<file path="src/rtl/alu_issue_queue.sv">
// ALU issue queue: DEPTH-entry operand FIFO feeding an external combinational ALU,
// with a one-entry result holding stage. Optional `level` port under ALU_ISSUE_QUEUE_LEVEL_EN.
module alu_issue_queue #(
    parameter int DEPTH = 4
) (
    input  logic       clk,
    input  logic       rst,
    input  logic       in_valid,
    output logic       in_ready,
    input  logic [5:0] in_a,
    input  logic [5:0] in_b,
    input  logic [2:0] in_fxn,
    output logic [5:0] alu_a,
    output logic [5:0] alu_b,
    output logic [2:0] alu_fxn,
    input  logic [5:0] alu_ans,
    output logic       res_valid,
    input  logic       res_ready,
    output logic [5:0] res_data,
    output logic [2:0] res_fxn
`ifdef ALU_ISSUE_QUEUE_LEVEL_EN
    ,
    output logic [$clog2(DEPTH):0] level
`endif
);

    // state | meaning
    // IDLE  | no result held, res_valid=0
    // HOLD  | res_data/res_fxn hold a result, res_valid=1
    typedef enum logic {IDLE = 1'b0, HOLD = 1'b1} state_t;

    localparam int PW = $clog2(DEPTH);
    localparam logic [PW:0] FULL = DEPTH[PW:0];

    logic [14:0]   mem [DEPTH];
    logic [PW-1:0] wptr, rptr;
    logic [PW:0]   count;
    state_t        state_q, state_d;
    logic          push, pop;

    assign in_ready  = (count < FULL) && !rst;
    assign push      = in_valid && in_ready;
    assign alu_a     = mem[rptr][14:9];
    assign alu_b     = mem[rptr][8:3];
    assign alu_fxn   = mem[rptr][2:0];
    assign res_valid = (state_q == HOLD);

`ifdef ALU_ISSUE_QUEUE_LEVEL_EN
    assign level = count;
`endif

    always_comb begin
        state_d = state_q;
        pop     = 1'b0;
        case (state_q)
            IDLE: begin
                if (count != '0) begin
                    pop     = 1'b1;
                    state_d = HOLD;
                end
            end
            HOLD: begin
                if (res_ready) begin
                    if (count != '0) pop = 1'b1;
                    else             state_d = IDLE;
                end
            end
            default: state_d = IDLE;
        endcase
    end

    always_ff @(posedge clk) begin
        if (rst) begin
            state_q  <= IDLE;
            wptr     <= '0;
            rptr     <= '0;
            count    <= '0;
            res_data <= '0;
            res_fxn  <= '0;
            for (int i = 0; i < DEPTH; i++) mem[i] <= '0;
        end else begin
            state_q <= state_d;
            if (push) begin
                mem[wptr] <= {in_a, in_b, in_fxn};
                wptr      <= wptr + 1'b1;
            end
            // The ALU result is taken from the head entry in the same cycle it is popped.
            if (pop) begin
                res_data <= alu_ans;
                res_fxn  <= alu_fxn;
                rptr     <= rptr + 1'b1;
            end
            case ({push, pop})
                2'b10:   count <= count + 1'b1;
                2'b01:   count <= count - 1'b1;
                default: count <= count;
            endcase
        end
    end

endmodule

</file>
<file path="config.mk">
export PLATFORM = sky130hd
export DESIGN_NAME = alu_issue_queue
export DESIGN_NICKNAME = d
export VERILOG_FILES = /design/src/rtl/alu_issue_queue.sv
export SDC_FILE = /design/constraint.sdc
export NUM_CORES = 1
export LEC_CHECK = 0
export ABC_AREA = 1
export CAP_MARGIN = 20
export CELL_PAD_IN_SITES_DETAIL_PLACEMENT = 0
export CELL_PAD_IN_SITES_GLOBAL_PLACEMENT = 1
export CORE_ASPECT_RATIO = 1.25
export CORE_UTILIZATION = 40
export DETAILED_ROUTE_END_ITERATION = 10
export PLACE_DENSITY_LB_ADDON = 0.1
export SLEW_MARGIN = 20
export SYNTH_ARGS = -nofsm -noshare
export SYNTH_HDL_FRONTEND = slang
export SYNTH_SLANG_ARGS = --single-unit
</file>
<file path="constraint.sdc">
create_clock -name clk -period 4.1 [get_ports clk]
set_clock_uncertainty 0.1 [all_clocks]
set_input_delay 0.41 -clock clk [delete_from_list [all_inputs] [get_ports clk]]
set_output_delay 0.41 -clock clk [all_outputs]
set_load 0.01 [all_outputs]
</file>
==> run summary <==
The critical path goes through buf_4, inv_1, o21ai_0, o22ai_1, clkdlybuf4s50_1. The overall fraction of global-route tracks in use came out at 0.181. The worst register-to-register path begins at count[1]$_SDFFE_PP0P_. The largest net degree at the start of global routing came out at 32. Of the cells placed in the final design, the portion with a size suffix greater than 1 is 0.0735. From synthesis to final layout, the design area changed by 22.0%.

The via count of the first global-routing pass is 2390. The number of pins exceeding their max-slew limit in the final report is 0. The average via count per standard cell is 4.81. 0 antenna diodes ended up in the layout. For this run, the register share of the synthesized area comes to 0.632. The final weighted congestion in routability-driven placement is 0.724. The complex-gate fraction of the synthesized area is 0.0768. In this run the worst hold path is classified as reg -> reg. Setup repair after global routing left no endpoint under its margin. The length in cells of the worst reg-to-reg path is 13.

The number of DRC violations after detailed routing is 0. The share of total power dissipated in the clock network is 0.233. The hold buffer count at CTS came out at 0. IR analysis of the VDD net gives a maximum drop of 348 uV.

Of the total synthesized cell area, the portion taken by full adders, half adders and majority gates is 0.00942. In this run the tool buffered the top-level ports with 50 buffer cells. The HPWL reported at the end of detailed placement came out at 4590 um.

The die outline area is 9010 um2. The utilization of the core after routing is 0.508. The share of total power dissipated in sequential elements is 0.403. The tree is rooted in a clkbuf_8. In the finished design, the share of the clock period the worst path needs comes to 0.747. Setup violations remaining at the end of the flow were counted as 0. The count of different cell masters after synthesis came out at 20. Dividing total power by cell area gives a power density of 625 nW/um2.

At the worst endpoint, the arrival time is 2550 ps. The wire length per cell came out at 14.8 um. STA classifies the critical path startpoint as a flop. After global routing the overflow that remains totals 0. The number of warnings reported in the yosys synthesis log is 0. Measured against its own limit, the worst slew margin works out to 0.372.

The net count of the finished layout is 430. The routed layout has 2431 vias. The fill cell instance count of the final layout came out at 791.

The count of boundary I/O pins is 51. In the layout the commonest cells are 101 x nor2_1, 60 x edfxtp_1, 50 x clkdlybuf4s50_1, 43 x inv_1, 38 x nand2_1. The run finished with clean final reports. The TritonCTS clock tree is yes. For this design, the slowest cell found on the critical path is inv_1. The number of iterations in the first detailed-routing pass came out at 4.

The share of total power dissipated in combinational logic is 0.364. Of the post-synthesis cell area, the part taken by muxes is 0. Summed over all nets, the switching power comes to 0.875 mW. In this run the worst path has a maximum fanout of 31.

TritonCTS created 9 clock buffers. The number of cells on the worst hold path came out at 2. STA puts the critical path data required time at 3590 ps.

The summed instance area of the synthesized netlist is 3450 um2. The wire length of the first global-routing pass is 12100 um. The xor and xnor fraction of the mapped netlist area came out at 0. In this run the most critical hold path is launched from res_data[2]$_SDFFE_PP0P_. The maximum clock rate came out at 327 MHz. The cell family with the largest share of critical-path delay is buffers and inverters. Max-cap violations in this run came to 0.

The endpoint of the most critical register-to-register path is count[2]$_SDFFE_PP0P_. The leakage power figure came out at 1.77 nW. The CTS clock-pin slew for the worst setup and hold paths is 80 ps. By area, the combinational part of the netlist is dominated by simple AND/OR/NAND/NOR gates. The biggest cell delay along the critical path is 720 ps. The die boundary width is 85.1 um. The synthesized net count is 382. The number of antenna violations at the first check in global routing was 0. The total wirelength of the detailed-routed design is 7480 um.

Once detail routing completed, the nets flagged for antenna violations numbered 0. The placement row count is 37. Each instance of the synthesized netlist takes up on average 9.72 um2. Measured along the y axis, the die boundary spans 106 um. The number of instances in the synthesized netlist is 355. The synthesized-area fraction occupied by and/or/nand/nor cells came out at 0.209. The area of the placeable core is 8290 um2. The setup path with the least slack is of type reg -> out. The starting utilization of the core area came out at 0.417. At the pin with the least slew margin, the transition time is 940 ps. The switching power share of the total is 0.333. The count of cells resized by post-cts repair came out at 0. The maximum count of clock buffers along a single path is 2. The worst setup path is captured at an output pin. The cell internal power dissipation came out at 1.76 mW. The synthesized flop and latch total came out at 79. The buffer and inverter count on the worst path came out at 3.

At the later pin of the worst-skew pair, clock insertion delay measures 340 ps. The reg2reg setup slack came out at 1690 ps. The final number of hold-violating endpoints came to 0. The most common library cell in the layout ignoring fill and taps is nor2_1. The endpoint of the worst hold-timing path is res_data[2]$_SDFFE_PP0P_. The number of sinks on the clock net came out at 79. The worst path in the final design needs a cycle of 3060 ps, including I/O delays and setup. The total negative slack is 0 ps. After the first detailed-routing iteration, the DRC count stood at 159.

The maximum level of the CTS H-tree came out at 3. The post-CTS setup-driven buffer insertion count came out at 0.
## cells in the mapped netlist
master    count  area [um2]
a21oi_1       5        25.0
dfxtp_1      19         380
nor2_4        1        11.3
nand3_1      11        55.1
nor2_8        2        40.0
o21ai_0      33         165
buf_2         4        20.0
ha_1          1        12.5
nor2_1      101         379
inv_1        43         161
fa_1          1        20.0
nand2_4       4        45.0
nand2_1      38         143
clkbuf_1      7        26.3
o22ai_1      12        75.1
edfxtp_1     60        1800
buf_6         3        33.8
nor2_2        8        50.1
buf_1         1        3.75
clkinv_1      1        3.75
## stage by stage
stage | instances | total power [mW] | hold slack [ps] | area [um2] | setup WS, ps
floorplan | 355 | 1.61 | 359 | 3450 | 2120
global placement | 489 | 2.03 | 366 | 4010 | 1320
detailed placement | 489 | 2.05 | 375 | 4010 | 1280
CTS | 505 | 2.66 | 392 | 4210 | 994
global route | 505 | 2.81 | 418 | 4210 | 856
finish | 505 | 2.63 | 387 | 4210 | 1040
## cells by family (layout without fill, tap and decap cells)
kind of cell | after synthesis | in the layout
and+or+nand+nor | 165 | 165
buffers and inverters | 59 | 112
AOI/OAI and AO/OA | 50 | 50
DFF | 79 | 79
adders and majority gates | 2 | 2
## worst register-to-register path: cells and delay by family, from the launching register on
kind,cells,cell delay (ps)
DFF,1,330
and+or+nand+nor,8,940
adders and majority gates,2,490
buffers and inverters,3,500
## per-layer routing
layer	track usage	vias to the layer above	part of all wire
li1	-	1242	-
met1	0.236	1143	0.47
met5	0	-	0
met2	0.293	40	0.48
met3	0.0462	6	0.029
met4	0.0642	0	0.013
## worst max-delay path by stage
stage	depth (start not counted)	endpoint	slack, ps	start
after global placement	14	count[2]$_SDFFE_PP0P_	1320	res_ready
after floorplan	3	mem[3][0]$_DFFE_PP_	2120	rst
final	5	alu_b[4]	1040	flop
after detailed placement	14	count[2]$_SDFFE_PP0P_	1280	res_ready
after global routing	5	alu_b[5]	860	flop
after CTS	5	alu_b[4]	990	flop
## sequential cells by signal, indices dropped and copies added (netlist names), named ones only
register,flops
res_fxn,3
count,3
res_data,6
res_valid,1
wptr,2
rptr,2
mem,60
## power by group through the flow
stage                     clock, mW  combinational (mW)  sequential (mW)
after floorplan                   0               0.531             1.08
after global placement            0               0.954             1.08
after detailed placement          0               0.969             1.08
after CTS                     0.627               0.971             1.06
after global routing          0.660                1.07             1.07
final                         0.613               0.959             1.06
## cell type report
class / count / area, um2 / area share
timing repair buffer: 52 / 515 / 0.122
tap: 97 / 121 / 0.0288
inverter: 44 / 165 / 0.0392
clock inverter: 5 / 73.8 / 0.0175
sequential: 79 / 2180 / 0.518
multi-input combinational: 217 / 1020 / 0.242
clock buffer: 11 / 131 / 0.0312
(Power assumes the default switching activity.)
==> RTL change 1 (same settings) <==
Change the parameter `DEPTH` from 4 to 8.
--- a/src/rtl/alu_issue_queue.sv
+++ b/src/rtl/alu_issue_queue.sv
@@ -3,3 +3,3 @@
 module alu_issue_queue #(
-    parameter int DEPTH = 4
+    parameter int DEPTH = 8
 ) (
Function: changed (a bounded check fails within 10 cycles, from zero or initial values and one cycle with rst high).
==> RTL change 1 against the unedited design <==
- final cell count up 78%
- power up 91%
- design area up 79%
- area after synthesis up 84%
- sequential cell count up 64
- fmax down 4.3%
- sequential power up 70%
- clock power rose to 2.5 times the old value
- global-route usage up 6.5 points
- setup slack worse by 0.14 ns
- routed wire length rose to 2.5 times the old value
- critical endpoint is now alu_fxn[0]
- largest power group unchanged
- highest routed layer unchanged
==> RTL change 1: results (changes against the unedited design) <==
route:
  first_pass_iters: 5  # +1
  vias: 4669  # +92%
  vias_per_cell: 5.18  # +7.6%
  routed_wl_um: 18900  # +150%
cts:
  clk_pin_slew_ns: 0.06  # -0.02 ns
  clock_latency_ns: 0.43  # +0.09 ns
  cts-root-buf: "clkbuf_16"
  cts_buffers: 17  # +8
  cts_htree_levels: 4  # +1
sta:
  fin_crit_ns: 3.20  # +0.136 ns
  worst_pin_slew_ns: 0.947  # +0.00685 ns
  hold_ws_ns: 0.379  # -0.00793 ns
grt:
  grt_max_degree: 61  # +91%
  grt_usage_pct: 24.6  # +6.5 points
  grt_pass1_wl_um: 27600  # +130%
synth:
  seq_area_frac_synth_pct: 64.1  # +0.85 points
  synth_commonest_cells: "nor2_1 (210), edfxtp_1 (120), o21ai_0 (78)"
  synth_fa_ha_area_share_pct: 0.986  # +0.044 points
  synth.distinct_cells: 27  # +35%
  synth_xor_area_share_pct: 0.414  # +0.41 points
  syn-num-nets: 666  # +74%
  synth_edf_count: 120  # +100%
  synth_area_leaders: "edfxtp_1 (57%), nor2_1 (12%), dfxtp_1 (7.3%)"
critical_path:
  criticalPathCategory: "flop to primary output"
  crit_path_end: "alu_fxn[0]"
  cp_max_fo: 60  # +94%
  timing.rr.start: "count[3]$_SDFFE_PP0P_"
  slowest_delay_ns: 0.65  # -0.07 ns
  arrival_ns: 2.69  # +0.14 ns
  crit_slowest_cell: "inv_2"
  reg2reg_depth: 13  # unchanged
  reg2reg_slack_ns: 1.75  # +0.06 ns
power_and_ir_drop:
  intPower_mw: 3.28  # +87%
  p_sw_share_pct: 34.8  # +1.5 points
  power.share.clock_pct: 30.6  # +7.3 points
  powerSeq_mw: 1.80  # +70%
  p_leak_nw: 3.09  # +74%
  vdd_ir_drop_max_uv: 397  # +14%
finish:
  multi_input_comb_area_um2: 1920  # +88%
  fillers: 1557  # +97%
  fin_nets: 706  # +64%
  drive_gt1_share_pct: 7.69  # +0.34 points
outcome:
  status: "finished clean"
placed_design:
  place.detailed.hpwl_um: 12600  # +180%
  place_congestion: 0.849  # +17%
  dp_slack_ns: 1.25  # -0.0298 ns
  dp.cells: 869  # +78%
hold_path:
  hold_depth: 1  # -1
  worstHoldEndpoint: "rptr[0]$_SDFFE_PP0N_"
  min_from: "rptr[0]$_SDFFE_PP0N_"
==> RTL change 1: cell types whose count changed after synthesis, moves of 8 or more <==
| cell | unedited run | this run |
|---|---|---|
| nor2_1 | 101 | 210 |
| edfxtp_1 | 60 | 120 |
| o21ai_0 | 33 | 78 |
| nand2_1 | 38 | 58 |
| o22ai_1 | 12 | 24 |
| clkbuf_1 | 7 | 16 |
| a21oi_1 | 5 | 13 |
==> RTL change 1: final cells by class <==
type | count | share of cell area, %
flip-flops and latches | 143 | 54.0
well taps | 212 | 3.53
clock inverters | 8 | 1.01
repair buffers | 54 | 7.05
clock buffers | 24 | 6.82
multi-input cells | 419 | 25.5
inverters | 41 | 2.05
==> RTL change 1: routing by layer <==
| metal | wire (um) | GRT usage, % | vias to the layer above |
|---|---|---|---|
| li1 | - | - | 2219 |
| met1 | 7380 | 27.3 | 2276 |
| met2 | 9970 | 44.4 | 137 |
| met3 | 719 | 4.63 | 37 |
| met4 | 850 | 13.5 | 0 |
| met5 | 0 | 0 | - |
==> RTL change 2 (same settings) <==
Without the edit above. Make the reset (`rst`) asynchronous in one clocked block.
--- a/src/rtl/alu_issue_queue.sv
+++ b/src/rtl/alu_issue_queue.sv
@@ -71,3 +71,3 @@
 
-    always_ff @(posedge clk) begin
+    always_ff @(posedge clk or posedge rst) begin
         if (rst) begin
Function: differs if rst is asserted again (counterexample within 4 cycles, from zero or initial values and one cycle with rst high); with rst held inactive, the same outputs for 10 cycles.
==> RTL change 2 against the unedited design <==
- design area up 5.1%
- synthesized cell count up 23%
- combinational power up 71%
- final cell count up 20%
- routed wire length up 20%
- largest cell class unchanged
- sequential cell count down 2
- largest power group is now combinational cells
- fmax down 1.1%
- utilization down 0.48 points
- critical path depth unchanged
- power up 34%
- setup slack worse by 0.035 ns
- area after synthesis up 6.8%
==> RTL change 2: results (changes against the unedited design) <==
route:
  vias: 2951  # +21%
  drt_iter0_drc: 165  # +3.8%
  routed_wl_um: 8970  # +20%
finish:
  drive_gt1_share_pct: 7.02  # -0.33 points
  fin_nets: 510  # +19%
  fillers: 871  # +10%
  largestRegisters: "mem x60, res_data x6"
hold_path:
  min_from: "res_fxn[2]$_DFFE_PP0N_"
outcome:
  status: "finished clean"
critical_path:
  slowest_delay_ns: 0.69  # -0.03 ns
  cp_max_fo: 32  # +3.2%
  timing.rr.start: "count[2]$_DFFE_PP0P_"
  arrival_ns: 2.59  # +0.04 ns
  reg2reg_depth: 8  # -5
grt:
  grt_usage_pct: 21.0  # +2.9 points
  grt_pass1_vias: 2943  # +23%
  grt_max_degree: 45  # +41%
  grt_pass1_wl_um: 14900  # +23%
synth:
  syn-num-nets: 467  # +22%
  synth_commonest_cells: "nand2_1 (151), o21ai_0 (80), dfrtp_1 (77)"
  synth_top_flop_cell: "dfrtp_1"
  synth.distinct_cells: 23  # +15%
  synth_area_leaders: "dfrtp_1 (52%), nand2_1 (15%), o21ai_0 (11%)"
  synth_compound_area_share_pct: 15.9  # +8.2 points
  synth_fa_ha_area_share_pct: 2.24  # +1.3 points
  synth_xor_area_share_pct: 1.19  # +1.2 points
  seq_area_frac_synth_pct: 52.3  # -11 points
  synth_edf_count: 0  # -100%
  synthArstFlopShare_pct: 100  # +100 points
placed_design:
  place_congestion: 0.750  # +3.7%
  place_area_um2: 4220  # +5.3%
  place.detailed.hpwl_um: 5660  # +23%
cts:
  cts_htree_levels: 3  # unchanged
  clock_latency_ns: 0.36  # +0.02 ns
  clk_pin_slew_ns: 0.08  # about the same
  cts_buffers: 9  # unchanged
  cts_setup_buffers: 0  # unchanged
sta:
  hold_violations: 0  # unchanged
  worst_pin_slew_ns: 0.943  # +0.00293 ns
power_and_ir_drop:
  p_leak_nw: 2.13  # +20%
  vdd_ir_drop_max_uv: 488  # +40%
RTL change 2: per-stage QoR:
step                hold slack, ns  std cells  utilization [%]  setup WS [ns]  power, mW
floorplan                    0.353        436                -           1.62       2.28
global placement             0.360        588             47.9           1.39       2.91
detailed placement           0.365        588             47.9           1.39       2.95
CTS                          0.386        604             50.3          0.998       3.57
global route                 0.403        604             50.3          0.765       3.83
finish                       0.381        604             50.3           1.00       3.52
RTL change 2: cell type report:
class / instances / area (um2) / area share (%)
well taps: 120 / 150 / 3.39
clock inverters: 4 / 45.0 / 1.02
multi-input cells: 297 / 1460 / 33.0
inverters: 40 / 150 / 3.39
clock buffers: 12 / 165 / 3.73
flip-flops and latches: 77 / 1930 / 43.5
repair buffers: 54 / 531 / 12.0
RTL change 2: path summary, 6_finish.rpt:
check	slack, ns	endpoint
max in group asynchronous	2.53	wptr[0]$_DFFE_PP0P_
min	0.38	res_fxn[2]$_DFFE_PP0N_
max	1.00	alu_b[5]
min in group asynchronous	0.56	mem[38]$_DFFE_PP0P_
max reg2reg	1.90	count[2]$_DFFE_PP0P_
min reg2reg	0.38	res_fxn[2]$_DFFE_PP0N_
RTL change 2: power breakdown:
group / internal (mW) / switching [mW] / leakage, nW
combinational: 0.699 / 0.941 / 1.07
sequential: 1.12 / 0.152 / 0.942
clock: 0.328 / 0.283 / 0.112
total: 2.15 / 1.38 / 2.13
RTL change 2: worst max-delay path: cells and delay by family (launching register included):
family                 cells  cell delay [ns]
flip-flops                 1             0.36
AND/OR/NAND/NOR            1             0.12
buffers and inverters      3             1.46
AO/OA/AOI/OAI              1             0.27
RTL change 2: cells by family after synthesis:
kind of cell    Yosys count
xor+xnor                  5
fa+ha+maj                 6
compound gates          112
buf+inv                  62
flops                    77
simple gates            174
RTL change 2: layer usage:
| metal | up-vias | GRT usage, % | share of wire [%] | routed length (um) |
|---|---|---|---|---|
| li1 | 1479 | - | - | - |
| met3 | 13 | 2.78 | 5.5 | 490 |
| met1 | 1371 | 27.0 | 44 | 3940 |
| met4 | 0 | 10.1 | 2.1 | 189 |
| met5 | - | 0 | 0 | 0 |
| met2 | 88 | 34.8 | 48 | 4350 |
